**src/rtl/muldiv_unit_pkg.sv**
```systemverilog
// muldiv_unit_pkg: shared encodings for the iterative multiply/divide unit.
// Latency: n/a (types and constants only).
// Backpressure: n/a.
package muldiv_unit_pkg;

  // Controller states.
  typedef enum logic [1:0] {
    S_IDLE = 2'd0,
    S_CALC = 2'd1,
    S_DONE = 2'd2
  } state_t;

  // Operation select as seen on op_div_i.
  localparam logic OP_MUL = 1'b0;
  localparam logic OP_DIV = 1'b1;

  // Pipeline stall request encoding.
  localparam logic STOP   = 1'b1;
  localparam logic NOSTOP = 1'b0;

endpackage

```
**src/rtl/muldiv_negate.sv**
```systemverilog
// muldiv_negate: conditional two's-complement negate, dout = neg ? -din : din.
// Latency: combinational.
// Backpressure: none.
// Ports: neg (negate enable), din (W-bit value), dout (W-bit result).
module muldiv_negate #(
  parameter int W = 32
) (
  input  logic         neg,
  input  logic [W-1:0] din,
  output logic [W-1:0] dout
);

  assign dout = neg ? ((~din) + W'(1)) : din;

endmodule

```
**src/rtl/muldiv_unit.sv**
```systemverilog
// muldiv_unit: iterative W-bit multiply (shift-add) / divide (restoring), signed or unsigned.
// Latency: ready_o W+1 cycles after accept; 1 cycle for divide by zero.
// Backpressure: caller holds start_i until ready_o; stallreq_o asks the pipeline to stop meanwhile.
// Ports: clk, resetn (sync, active low); start_i/op_div_i/signed_i/opa_i/opb_i request;
//        annul_i flush; busy_o, ready_o, result_o {hi,lo} or {rem,quo}, div_by_zero_o, stallreq_o.
module muldiv_unit
  import muldiv_unit_pkg::*;
#(
  parameter int W  = 32,
  parameter int CW = $clog2(W+1)
) (
  input  logic           clk,
  input  logic           resetn,
  input  logic           start_i,
  input  logic           op_div_i,
  input  logic           signed_i,
  input  logic [W-1:0]   opa_i,
  input  logic [W-1:0]   opb_i,
  input  logic           annul_i,
  output logic           busy_o,
  output logic           ready_o,
  output logic [2*W-1:0] result_o,
  output logic           div_by_zero_o,
  output logic           stallreq_o
);

  state_t         state_q, state_d;
  logic           accept;

  logic [CW-1:0]  cnt_q;
  logic           op_q;
  logic [W-1:0]   a_q, b_q;
  logic [2*W-1:0] p_q;
  logic           neg_res_q, neg_rem_q, dbz_q;
  logic [2*W-1:0] result_q;

  logic           sign_a, sign_b, div_zero_in, last_step;
  logic [W-1:0]   mag_a, mag_b;

  logic [W:0]     mul_sum;
  logic [2*W-1:0] mul_next;
  logic [W:0]     div_shift, div_diff;
  logic           div_ge;
  logic [2*W-1:0] div_next;
  logic [2*W-1:0] step_next;
  logic [2*W-1:0] prod_fix;
  logic [W-1:0]   quo_fix, rem_fix;
  logic [2*W-1:0] final_res;

  // ---------------------------------------------------------------- operand prep
  assign sign_a      = signed_i & opa_i[W-1];
  assign sign_b      = signed_i & opb_i[W-1];
  assign div_zero_in = (op_div_i == OP_DIV) && (opb_i == '0);
  assign last_step   = (cnt_q == CW'(W-1));

  muldiv_negate #(.W(W)) u_neg_a (.neg(sign_a), .din(opa_i), .dout(mag_a));
  muldiv_negate #(.W(W)) u_neg_b (.neg(sign_b), .din(opb_i), .dout(mag_b));

  // ---------------------------------------------------------------- FSM
  always_ff @(posedge clk) begin
    if (!resetn) state_q <= S_IDLE;
    else         state_q <= state_d;
  end

  always_comb begin
    state_d = state_q;
    accept  = 1'b0;
    unique case (state_q)
      S_IDLE: begin
        // annul_i wins over a simultaneous start_i
        if (start_i && !annul_i) begin
          accept  = 1'b1;
          state_d = div_zero_in ? S_DONE : S_CALC;
        end
      end
      S_CALC: begin
        if (annul_i)        state_d = S_IDLE;
        else if (last_step) state_d = S_DONE;
      end
      S_DONE:  state_d = S_IDLE;
      default: state_d = S_IDLE;
    endcase
  end

  assign busy_o        = (state_q == S_CALC);
  assign ready_o       = resetn && (state_q == S_DONE) && !annul_i;
  assign div_by_zero_o = resetn && (state_q == S_DONE) && !annul_i && dbz_q;
  assign stallreq_o    = (resetn && (busy_o || accept)) ? STOP : NOSTOP;
  assign result_o      = result_q;

  // ---------------------------------------------------------------- step logic
  // Multiply: p_q = {hi, multiplier}; add multiplicand into hi when lsb set, shift right.
  assign mul_sum  = {1'b0, p_q[2*W-1:W]} + {1'b0, (p_q[0] ? a_q : {W{1'b0}})};
  assign mul_next = {mul_sum, p_q[W-1:1]};

  // Divide: p_q = {rem, quotient-in-progress}; shift left, try subtracting divisor,
  // keep the difference only when it does not go negative.
  assign div_shift = p_q[2*W-1:W-1];
  assign div_ge    = (div_shift >= {1'b0, b_q});
  assign div_diff  = div_shift - {1'b0, b_q};
  assign div_next  = div_ge ? {div_diff[W-1:0],  p_q[W-2:0], 1'b1}
                            : {div_shift[W-1:0], p_q[W-2:0], 1'b0};

  assign step_next = (op_q == OP_DIV) ? div_next : mul_next;

  // Sign fix-up of the final step's value, captured on entry to DONE.
  muldiv_negate #(.W(2*W)) u_neg_prod (.neg(neg_res_q), .din(step_next),
                                       .dout(prod_fix));
  muldiv_negate #(.W(W))   u_neg_quo  (.neg(neg_res_q), .din(step_next[W-1:0]),
                                       .dout(quo_fix));
  muldiv_negate #(.W(W))   u_neg_rem  (.neg(neg_rem_q), .din(step_next[2*W-1:W]),
                                       .dout(rem_fix));

  assign final_res = (op_q == OP_DIV) ? {rem_fix, quo_fix} : prod_fix;

  // ---------------------------------------------------------------- datapath regs
  always_ff @(posedge clk) begin
    if (!resetn) begin
      cnt_q     <= '0;
      op_q      <= OP_MUL;
      a_q       <= '0;
      b_q       <= '0;
      p_q       <= '0;
      neg_res_q <= 1'b0;
      neg_rem_q <= 1'b0;
      dbz_q     <= 1'b0;
      result_q  <= '0;
    end else if (accept) begin
      cnt_q     <= '0;
      op_q      <= op_div_i;
      a_q       <= mag_a;
      b_q       <= mag_b;
      neg_res_q <= sign_a ^ sign_b;
      // remainder follows the dividend's sign
      neg_rem_q <= sign_a;
      dbz_q     <= div_zero_in;
      // dividend seeds the divide, multiplier seeds the multiply
      p_q       <= (op_div_i == OP_DIV) ? {{W{1'b0}}, mag_a} : {{W{1'b0}}, mag_b};
      // divide by zero skips CALC: raw dividend as remainder, all-ones quotient
      if (div_zero_in) result_q <= {opa_i, {W{1'b1}}};
    end else if (state_q == S_CALC) begin
      cnt_q <= cnt_q + CW'(1);
      p_q   <= step_next;
      // an annulled operation must not disturb the previously delivered result
      if (last_step && !annul_i) result_q <= final_res;
    end
  end

endmodule
```
**config.mk**
```make
export PLATFORM = sky130hd
export DESIGN_NAME = muldiv_unit
export DESIGN_NICKNAME = d
export VERILOG_FILES = /design/src/rtl/muldiv_unit_pkg.sv /design/src/rtl/muldiv_negate.sv /design/src/rtl/muldiv_unit.sv
export SDC_FILE = /design/constraint.sdc
export NUM_CORES = 1
export LEC_CHECK = 0
export BUFFER_PORTS_ARGS = -buffer_cell sky130_fd_sc_hd__clkbuf_2
export CORE_AREA = 2 2 240 242
export DETAILED_ROUTE_END_ITERATION = 7
export DIE_AREA = 0 0 242 244
export PLACE_DENSITY = 0.55
export REMOVE_ABC_BUFFERS = 1
export SLEW_MARGIN = 5
export SYNTH_ARGS = -nofsm -noshare
export SYNTH_HDL_FRONTEND = slang
export SYNTH_SLANG_ARGS = --single-unit
```
**constraint.sdc**
```tcl
create_clock -name clk -period 6.85 [get_ports clk]
set_clock_uncertainty 0.2 [all_clocks]
set_input_delay 0 -clock clk [delete_from_list [all_inputs] [get_ports clk]]
set_output_delay 0 -clock clk [all_outputs]
set_load 0.02 [all_outputs]
```
# After elaboration in Yosys (flattened, before gate mapping)
# Index checks and enable logic that the tools add are counted.
[totals]
reg_bits = 204
[classes]
add_sub_neg = 8
n_lt_le_gt_ge = 1
n_eq_ne = 6
n_mux = 24
bitwise = 9
reduce_logical = 16
[ops]
columns = ["op", "count"]
rows = [
  ["$mux W64", 10],
  ["$mux W32", 6],
  ["$add A32 B1 Y32 const B", 4],
  ["$not A32 Y32", 4],
  ["$add A64 B1 Y64 const B", 1],
  ["$not A64 Y64", 1],
  ["$add A32 B32 Y33", 1],
  ["$ge A33 B32 Y1", 1],
  ["$logic_not A32 Y1", 1],
  ["$sub A32 B32 Y32", 1],
  ["$mux W2", 4],
  ["$logic_and A1 B1 Y1", 7],
  ["$add A6 B1 Y6 const B", 1],
  ["$eq A6 B5 Y1 const B", 1],
  ["$pmux W2 S2", 1],
  ["$reduce_bool A2 Y1", 2],
  ["$mux W1", 3],
  ["$ne A3 B2 Y1 const B", 1],
  ["$reduce_and A3 Y1", 1],
  ["$and A1 B1 Y1", 2],
  ["$eq A2 B1 Y1 const B", 1],
  ["$eq A2 B2 Y1 const B", 1],
  ["$logic_not A2 Y1", 1],
  ["$ne A2 B1 Y1 const B", 1],
  ["7 further kinds", 7],
]

# Depth between registers and ports, before layout
# Gate-level depths: netlist of run 1.
[logic_depth]
depth_word = 10
ltp_mapped = 23
ltp_nobuf = 20

# By module
# A second synthesis of run 1 with hierarchy kept.
[hier_totals]
hier_cells = 2337
area_unflattened_um2 = 18435.2
[by_module_without_submodules]
columns = ["mod", "n_inst", "cells_per_inst", "area_per_inst_um2", "seq_area_each_um2"]
rows = [
  ["muldiv_unit", 1, 1744, 13797.0, 4083.9],
  ["muldiv_negate (u_neg_a ...)", 4, 99, 777.0, 0.0],
  ["muldiv_negate (u_neg_prod)", 1, 197, 1530.2, 0.0],
]

# Worst setup path after synthesis of run 1
# Ideal clock, no wire load.
[synth_path]
path_type = "register to register"
startpoint = "register op_q"
endpoint = "register result_q[44], in the netlist result_o[44]"
setup_ns = 0.122
arrival_ns = 4.380
t_required_ns = 6.528
setup_slack_ns = 2.148
stages_incl_launch_ff = 22
n_path_buf = 7
path_cell_list = "dfxtp_1 > buf_2 > buf_2 > buf_2 > buf_1 > clkbuf_1 > buf_2 > buf_2 > mux2_2 > inv_1 > ha_1 > o21ai_0 > nand2b_1 > nand2b_1 > nand2b_1 > nand2b_1 > nand2b_1 > nand2_1 > a41oi_1 > xor2_1 > a221oi_1 > nor2_1"
[synth_between]
elab_chain_cells = 8
[synth_rtl]
columns = ["element", "line", "rtl"]
rows = [
  ["from (decl)", "muldiv_unit.sv:31", "logic op_q;"],
  ["from (signal assigned)", "muldiv_unit.sv:130", "op_q <= op_div_i;"],
  ["$mux W64", "muldiv_unit.sv:104", "assign step_next = (op_q == OP_DIV) ? div_next : mul_next;"],
  ["$not A64 Y64 / $not A32 Y32 (equally long branches)", "muldiv_negate.sv:13", "assign dout = neg ? ((~din) + W'(1)) : din;"],
  ["$add A64 B1 Y64 / $add A32 B1 Y32 (equally long branches)", "muldiv_negate.sv:13", ""],
  ["$mux W64 / $mux W32 (equally long branches)", "muldiv_negate.sv:13", ""],
  ["$mux W64 (*)", "muldiv_unit.sv:114", "assign final_res = (op_q == OP_DIV) ? {rem_fix, quo_fix} : prod_fix;"],
  ["$mux W64 (*)", "muldiv_unit.sv:145", "if (last_step && !annul_i) result_q <= final_res;"],
  ["$mux W64 (*)", "muldiv_unit.sv:141", "end else if (state_q == S_CALC) begin"],
  ["$mux W64 (*)", "muldiv_unit.sv:128", "end else if (accept) begin"],
  ["to (signal assigned)", "muldiv_unit.sv:140", "if (div_zero_in) result_q <= {opa_i, {W{1'b1}}};"],
  ["to (signal assigned)", "muldiv_unit.sv:145", ""],
  ["to (decl)", "muldiv_unit.sv:35", "logic [2*W-1:0] result_q;"],
]
# Every way passes the cells marked *; elsewhere a longest branch is shown, timed or not. The select of a mux whose other input is x is not followed.
# A chain may end at the register's enable or synchronous reset.

# Worst setup path in the final report of run 1
[layout_path]
startpoint = "register b_q[6]"
endpoint = "register result_q[44], in the netlist result_o[44]"
[layout_between]
elab_chain_cells = 10
[layout_rtl]
columns = ["element", "line", "rtl"]
rows = [
  ["from (decl)", "muldiv_unit.sv:32", "logic [W-1:0] a_q, b_q;"],
  ["from (signal assigned)", "muldiv_unit.sv:132", "b_q <= mag_b;"],
  ["$sub A32 B32 Y32 / $ge A33 B32 Y1 (equally long branches)", "muldiv_unit.sv:100, muldiv_unit.sv:99", ""],
  ["$mux W64 (*)", "muldiv_unit.sv:101", "assign div_next = div_ge ? {div_diff[W-1:0], p_q[W-2:0], 1'b1}"],
  ["$mux W64 (*)", "muldiv_unit.sv:104", ""],
  ["$not A64 Y64 / $not A32 Y32 (equally long branches)", "muldiv_negate.sv:13", ""],
  ["$add A64 B1 Y64 / $add A32 B1 Y32 (equally long branches)", "muldiv_negate.sv:13", ""],
  ["$mux W64 / $mux W32 (equally long branches)", "muldiv_negate.sv:13", ""],
  ["$mux W64 (*)", "muldiv_unit.sv:114", ""],
  ["$mux W64 (*)", "muldiv_unit.sv:145", ""],
  ["$mux W64 (*)", "muldiv_unit.sv:141", ""],
  ["$mux W64 (*)", "muldiv_unit.sv:128", ""],
]
# Marks and branches as above.

==> metrics.txt, run 1 <==
slew of the pin with the lowest slew margin between 1 and 1.5 ns; worst r2r path cells 20; relative slew slack 0.213; ys flop type dfxtp_1; clock latency on the worst-skew pair about 0.56 ns; via count of the first global-routing pass about 17000; largest net degree at the start of global routing 94; CTS Buf Count 25; core area 0.0562 sq mm; Yosys cell types 100; layout cells sized above 1 0.108; # diodes 0; final hold viol count 0; synth cell count leaders 389 x nand2_1, 204 x dfxtp_1, 173 x a21oi_1, 153 x o21ai_0, 113 x nor2_1; min Tclk post-route between 6 and 7 ns; Synth Area per Inst 7.34 sq um; I/O Buffers 137; asr flop ratio synth 0; RSZ-0062 raised after global routing no; clock buffer depth 3; number of H-tree levels 1; sequential share of the synthesized area 0.244; Synth Area in Compound Gates 0.273; DP HPWL 53000 microns; largest family of logic cells by synthesized area compound AO/OA/AOI/OAI gates; Tot Pwr around 3600 uW; dominant cells by area after synthesis dfxtp_1 24%, nand2_1 8.7%, xnor2_1 5.3%; status finished clean; maxcap violations 0; wire length per cell about 22 microns; initial antenna violation count 3; Power Density 181 mW/mm^2; synth warn 0; DRC Markers 0; Post-synth EDFFs 0; reg2reg setup slack slightly below 0.8 ns; fmax between 150 and 200 MHz; DRT Wirelength around 70000 microns; Starting Density 0.298; Worst Setup Slack, final about 0.77 ns; Hold Worst Slack 0.126 ns; largest area contributor in the synthesized netlist dfxtp_1; post-synthesis adder-cell area fraction 0.0539; # IOs about 140; hold path depth 4; Die Y 244 microns; via count approximately 18000; fin crit share 0.887; die area between 0.05 and 0.06 sq mm; HP Class in -> reg; most common cell in the netlist nand2_1; CTS tree built; final setup violation count 0; number of gates resized after CTS 0; clock sinks roughly 200; LEAKAGE about 0.0084 uW; Max VDD drop 0.151 mV; Final GP Congestion between 0.9 and 1; xor/xnor share of the synthesized area 0.0862; Simple-Gate Fraction of Synth Area 0.258; maximum fanout along the worst path 14; Worst Setup Start Kind register; Arr. time, crit path between 6 and 7 ns; Reg clk slew, reported paths 0.06 ns; DRT antenna net count 0; Placement Rows 87; first-pass detailed-route iteration total 6; GRT Overall Usage 0.230; Worst setup EP type register; Synth Register Bits a little over 200; Gate Count Post-Synth 2283; Die W about 240 microns; number of filler cells placed in the layout roughly 6000; WP data required 7.08 ns; DP Worst Slack slightly above 0.9 ns; first-pass GRT wire length roughly 110000 microns; DR iter-0 viols roughly 1500; Area Growth Syn to Fin 17.4%; Final Max Slew Viols 0; WS Path Type reg -> reg; Final nets ~2600; Syn Std Cell Area about 0.017 sq mm; post-synthesis mux area share 0.0300; top-area cell type share of the netlist area 0.244; grt ovf 0; Clock Root Buffer clkbuf_16; Via density approximately 5.6
-- report_power, final --
group / internal, uW / switching [uW]
clock: 740 / 586
combinational: 346 / 616
sequential: 1230 / 41.6
total: 2320 / 1240
-- metrics by stage --
stage | cells | util | area, sq um | TNS, ns
after detailed placement | 3054 | 0.320 | 18000 | 0
after CTS | 3189 | 0.350 | 19700 | 0
final | 3189 | 0.350 | 19700 | 0
after global routing | 3189 | 0.350 | 19700 | 0
after floorplan | 2133 | - | 16100 | -1268.96
after global placement | 3054 | 0.320 | 18000 | 0
-- cells by family after synthesis --
logic type / count (synthesis)
xor gates and xnor gates: 165
and+or+nand+nor: 888
DFF: 204
buffers and inverters: 228
AOI/OAI and AO/OA: 678
muxes: 49
adders and majority gates: 71
-- critical path, cell delays in order, from the launching register on --
cell,delay (ns)
dfxtp_1,0.31
inv_1,0.05
ha_1,0.40
a21oi_2,0.21
o21ai_1,0.10
a221o_1,0.45
o31ai_4,0.68
nand3_1,0.41
o21ai_0,0.31
ha_1,0.24
o21ai_0,0.10
nand2b_1,0.18
nand2b_1,0.23
nand2b_1,0.28
nand2b_1,0.26
nand2b_1,0.30
nand2_1,0.46
a41oi_1,0.23
xor2_1,0.22
a221oi_1,0.26
nor2_1,0.06
-- cell type report --
type | count | area [sq um] | share of cell area
Clock buffer | 34 | 689 | 0.0350
Clock inverter | 10 | 82.6 | 0.00420
Inverter | 78 | 293 | 0.0149
Multi-Input combinational cell | 1851 | 11800 | 0.598
Sequential cell | 204 | 4090 | 0.208
Tap cell | 756 | 946 | 0.0481
Timing Repair Buffer | 256 | 1810 | 0.0919
-- registers in the layout (all words and copies together), names as in the netlist, 2 cells and up --
signal    count
p_q          64
result_o     64
a_q          32
b_q          32
cnt_q         6
state_q       2
-- layout by cell type, fill, tap and decap left out, drive strengths merged, types with 15 or more instances in the layout --
master       synthesis  routed
nor3                37      37
nand3               91      91
nand4               27      27
inv                 76      77
and2                58      58
a21o                30      30
nor4                15      15
clkbuf             112     170
o211ai              37      37
a21oi              175     175
a211oi              21      21
o211a               35      35
ha                  69      69
nor2               115     115
a31oi               28      28
dlygate4sd3          0      91
mux2i               42      42
a21boi              51      51
nand2              391     391
xor2                64      64
buf                 38      29
dfxtp              204     204
nor2b               24      24
nand2b              38      38
xnor2              101     101
and3                39      39
o21ai              159     159
o31ai               35      35
-- what timing repair did --
action,in CTS,in global routing
hold endpoints to repair,182,0
hold buffers,91,0
setup buffers,0,0
-- final timing paths --
| path | startpoint | to |
|---|---|---|
| setup / recovery | b_q[6]$_SDFFE_PN0P_ | result_o[44]$_SDFFE_PN0P_ |
| hold / removal | opa_i[5] | result_o[37]$_SDFFE_PN0P_ |
| setup reg to reg | b_q[6]$_SDFFE_PN0P_ | result_o[44]$_SDFFE_PN0P_ |
| hold reg to reg | result_o[39]$_SDFFE_PN0P_ | result_o[39]$_SDFFE_PN0P_ |
-- routing by layer --
layer	track usage	vias to the layer above	wire length, microns
met5	0.00327	-	24
met4	0.0926	4	2980
met3	0.0500	155	5890
met2	0.362	763	30700
met1	0.306	8594	30900
li1	-	8398	-
Power figures use the tool's default switching activity.
==> run 2, diff against run 1 <==
--- a/config.mk
+++ b/config.mk
@@ -10,6 +10,7 @@
 export DETAILED_ROUTE_END_ITERATION = 7
 export DIE_AREA = 0 0 242 244
 export PLACE_DENSITY = 0.55
+export RECOVER_POWER = 50
 export REMOVE_ABC_BUFFERS = 1
 export SLEW_MARGIN = 5
 export SYNTH_ARGS = -nofsm -noshare
==> run 2 against run 1 <==
Effect of this change:
- first-iteration DRC count is 4.4% higher
- global-route usage unchanged
- clock-buffer cell count unchanged
- the flow now finishes with violations (capacitance limit, slew limit)
- critical path depth did not move
- clock power hardly changed
- die area unchanged
==> metrics.txt, run 2 (synthesized netlist as in run 1, its figures left out) <==
largest net degree at the start of global routing 94 (unchanged); Clock Root Buffer clkbuf_16; DRC Markers 0 (unchanged); final setup violation count 0 (unchanged); Internal Pwr Total 2330 uW (+0.27%); number of gates resized after CTS 0 (unchanged); Core Util, Final 0.348 (-0.00203); number of filler cells placed in the layout 6078 (+0.83%); Worst setup EP type register; final hold viol count 0 (unchanged); Die Y 244 microns (unchanged); RR Endpoint result_o[44]$_SDFFE_PN0P_; Max VDD drop 0.151 mV (+0.13%); min Tclk post-route 6.09 ns (+0.0137 ns); relative slew slack -1.72 (-1.93); sequential fraction of design power 0.357 (about the same); Hold Buf Count CTS 91 (unchanged); RR Startpoint b_q[6]$_SDFFE_PN0P_; DP HPWL 53000 microns (unchanged); fmax 164 MHz (-0.23%); DP Worst Slack 0.921 ns (unchanged); DRT Wirelength 70600 microns (+0.22%); Final nets 2557 (unchanged); Worst Setup Slack, final 0.760 ns (-0.0137 ns); highest-count cells in the layout ignoring fill and taps 389 x nand2_1, 203 x dfxtp_1, 173 x a21oi_1; WP data required 7.07 ns (about the same); I/O Buffers 137 (unchanged); # IOs 138 (unchanged); min-delay src opa_i[5]; failing checks capacitance limit, slew limit; P_sw 1240 uW (-0.12%); LEAKAGE 0.00816 uW (-3.1%); Starting Density 0.298 (unchanged); Sw Share 0.348 (-0.000876); WS Path Type reg -> reg; Final GP Congestion 0.947 (unchanged); clock latency on the worst-skew pair 0.56 ns (about the same); grt ovf 0 (unchanged); hold path depth 4 (unchanged); via count 17900 (+0.19%); reg2reg setup slack 0.76 ns (about the same); first-pass detailed-route iteration total 6 (unchanged); HP Class in -> reg; Worst Setup Start Kind register; worst r2r path cells 20 (unchanged); Final Max Slew Viols 409 (+409); DR iter-0 viols 1581 (+4.4%); fin crit share 0.889 (+0.00201); first-pass GRT wire length 105000 microns (unchanged); wire length per cell 22.1 microns (+0.15%); clock buffer depth 3 (unchanged); Power Density 182 mW/mm^2 (+0.71%); clock sinks 204 (unchanged); number of H-tree levels 1 (unchanged); GRT Overall Usage 0.230 (unchanged); Reg clk slew, reported paths 0.07 ns (about the same); worst hold endpoint result_o[37]$_SDFFE_PN0P_; # Post-CTS Setup Buffers 0 (unchanged); Comb pwr share 0.272 (+0.002); layout cells sized above 1 0.0760 (-0.0316); Arr. time, crit path 6.31 ns (about the same); maxcap violations 6 (+6); DRT antenna net count 0 (unchanged); maximum fanout along the worst path 14 (unchanged); status finished, violations left; initial antenna violation count 3 (unchanged); RSZ-0062 raised after global routing no; Tot Pwr 3570 uW (+0.13%); Via density 5.62 (+0.13%); Placement Rows 87 (unchanged); slew of the pin with the lowest slew margin 4.08 ns (+2.90 ns); CTS Buf Count 25 (unchanged); via count of the first global-routing pass 17200 (unchanged); CTS tree built; clock power share 0.371 (about the same); die area 0.0590 sq mm (unchanged); most common cell after layout, fill and taps aside nand2_1; Die W 242 microns (unchanged); Area Growth Syn to Fin 16.8%; core area 0.0562 sq mm (unchanged); setup TNS 0 ns (unchanged)
[run 2: cell count changes in the layout (fill, tap and decap cells not counted), sizes merged]
cell,change
buf,-6
diode,+2
clkbuf,+6
[run 2: critical path, cell delays in order (launching register included)]
cell and delay, ns:
dfxtp_1 0.31, inv_1 0.05, ha_1 0.40, a21oi_2 0.21, o21ai_1 0.10, a221o_1 0.44
o31ai_4 0.68, nand3_1 0.41, o21ai_0 0.31, ha_1 0.24, o21ai_0 0.10, nand2b_1 0.18
nand2b_1 0.23, nand2b_1 0.28, nand2b_1 0.26, nand2b_1 0.29, nand2_1 0.46, a41oi_1 0.23
xor2_1 0.22, a221oi_1 0.26, nor2_1 0.06
[run 2: worst max path at each step]
stage,from,slack [ns],depth (start not counted),to
5_1_grt,b_q[6]$_SDFFE_PN0P_,0.37,20,result_o[40]$_SDFFE_PN0P_
3_3_place_gp,p_q[34]$_SDFFE_PN0P_,1.10,19,result_o[44]$_SDFFE_PN0P_
3_5_place_dp,b_q[8]$_SDFFE_PN0P_,0.92,20,result_o[44]$_SDFFE_PN0P_
4_1_cts,b_q[6]$_SDFFE_PN0P_,0.91,20,result_o[44]$_SDFFE_PN0P_
6_report,b_q[6]$_SDFFE_PN0P_,0.76,20,result_o[44]$_SDFFE_PN0P_
2_1_floorplan,state_q[1]$_SDFFE_PN0P_,-12.21,5,result_o[11]$_SDFFE_PN0P_
[run 2: area by class of cell]
| cell class | count | area (sq um) | area share |
|---|---|---|---|
| well taps | 756 | 946 | 0.0483 |
| inverters | 78 | 293 | 0.0150 |
| clock inverters | 10 | 82.6 | 0.00422 |
| clock buffers | 34 | 689 | 0.0352 |
| repair buffers | 256 | 1700 | 0.0870 |
| flip-flops and latches | 204 | 4090 | 0.209 |
| diodes | 2 | 5.00 | 0.000256 |
| multi-input cells | 1851 | 11800 | 0.601 |
[run 2: routing by layer]
metal  track usage  vias to the layer above  share of wire
met2         0.362                      732           0.44
met4        0.0926                        4          0.043
li1              -                     8401              -
met5       0.00327                        -        0.00034
met1         0.306                     8645           0.44
met3        0.0500                      166          0.079
[run 2: power by group through the flow]
| stage | logic (uW) | clock network (uW) | registers [uW] |
|---|---|---|---|
| 3_3_place_gp | 893 | 0 | 1300 |
| 2_1_floorplan | 599 | 0 | 1290 |
| 5_1_grt | 1040 | 1390 | 1280 |
| 4_1_cts | 943 | 1350 | 1270 |
| 6_report | 969 | 1320 | 1270 |
| 3_5_place_dp | 892 | 0 | 1300 |
[run 2: per-stage QoR]
step           area, sq um  hold slack (ns)  cells
6_report             19600            0.125   3191
5_1_grt              19600            0.156   3189
4_1_cts              19700            0.105   3189
3_5_place_dp         18000            0.109   3054
3_3_place_gp         18000           0.0986   3054
2_1_floorplan        16100           -0.121   2133
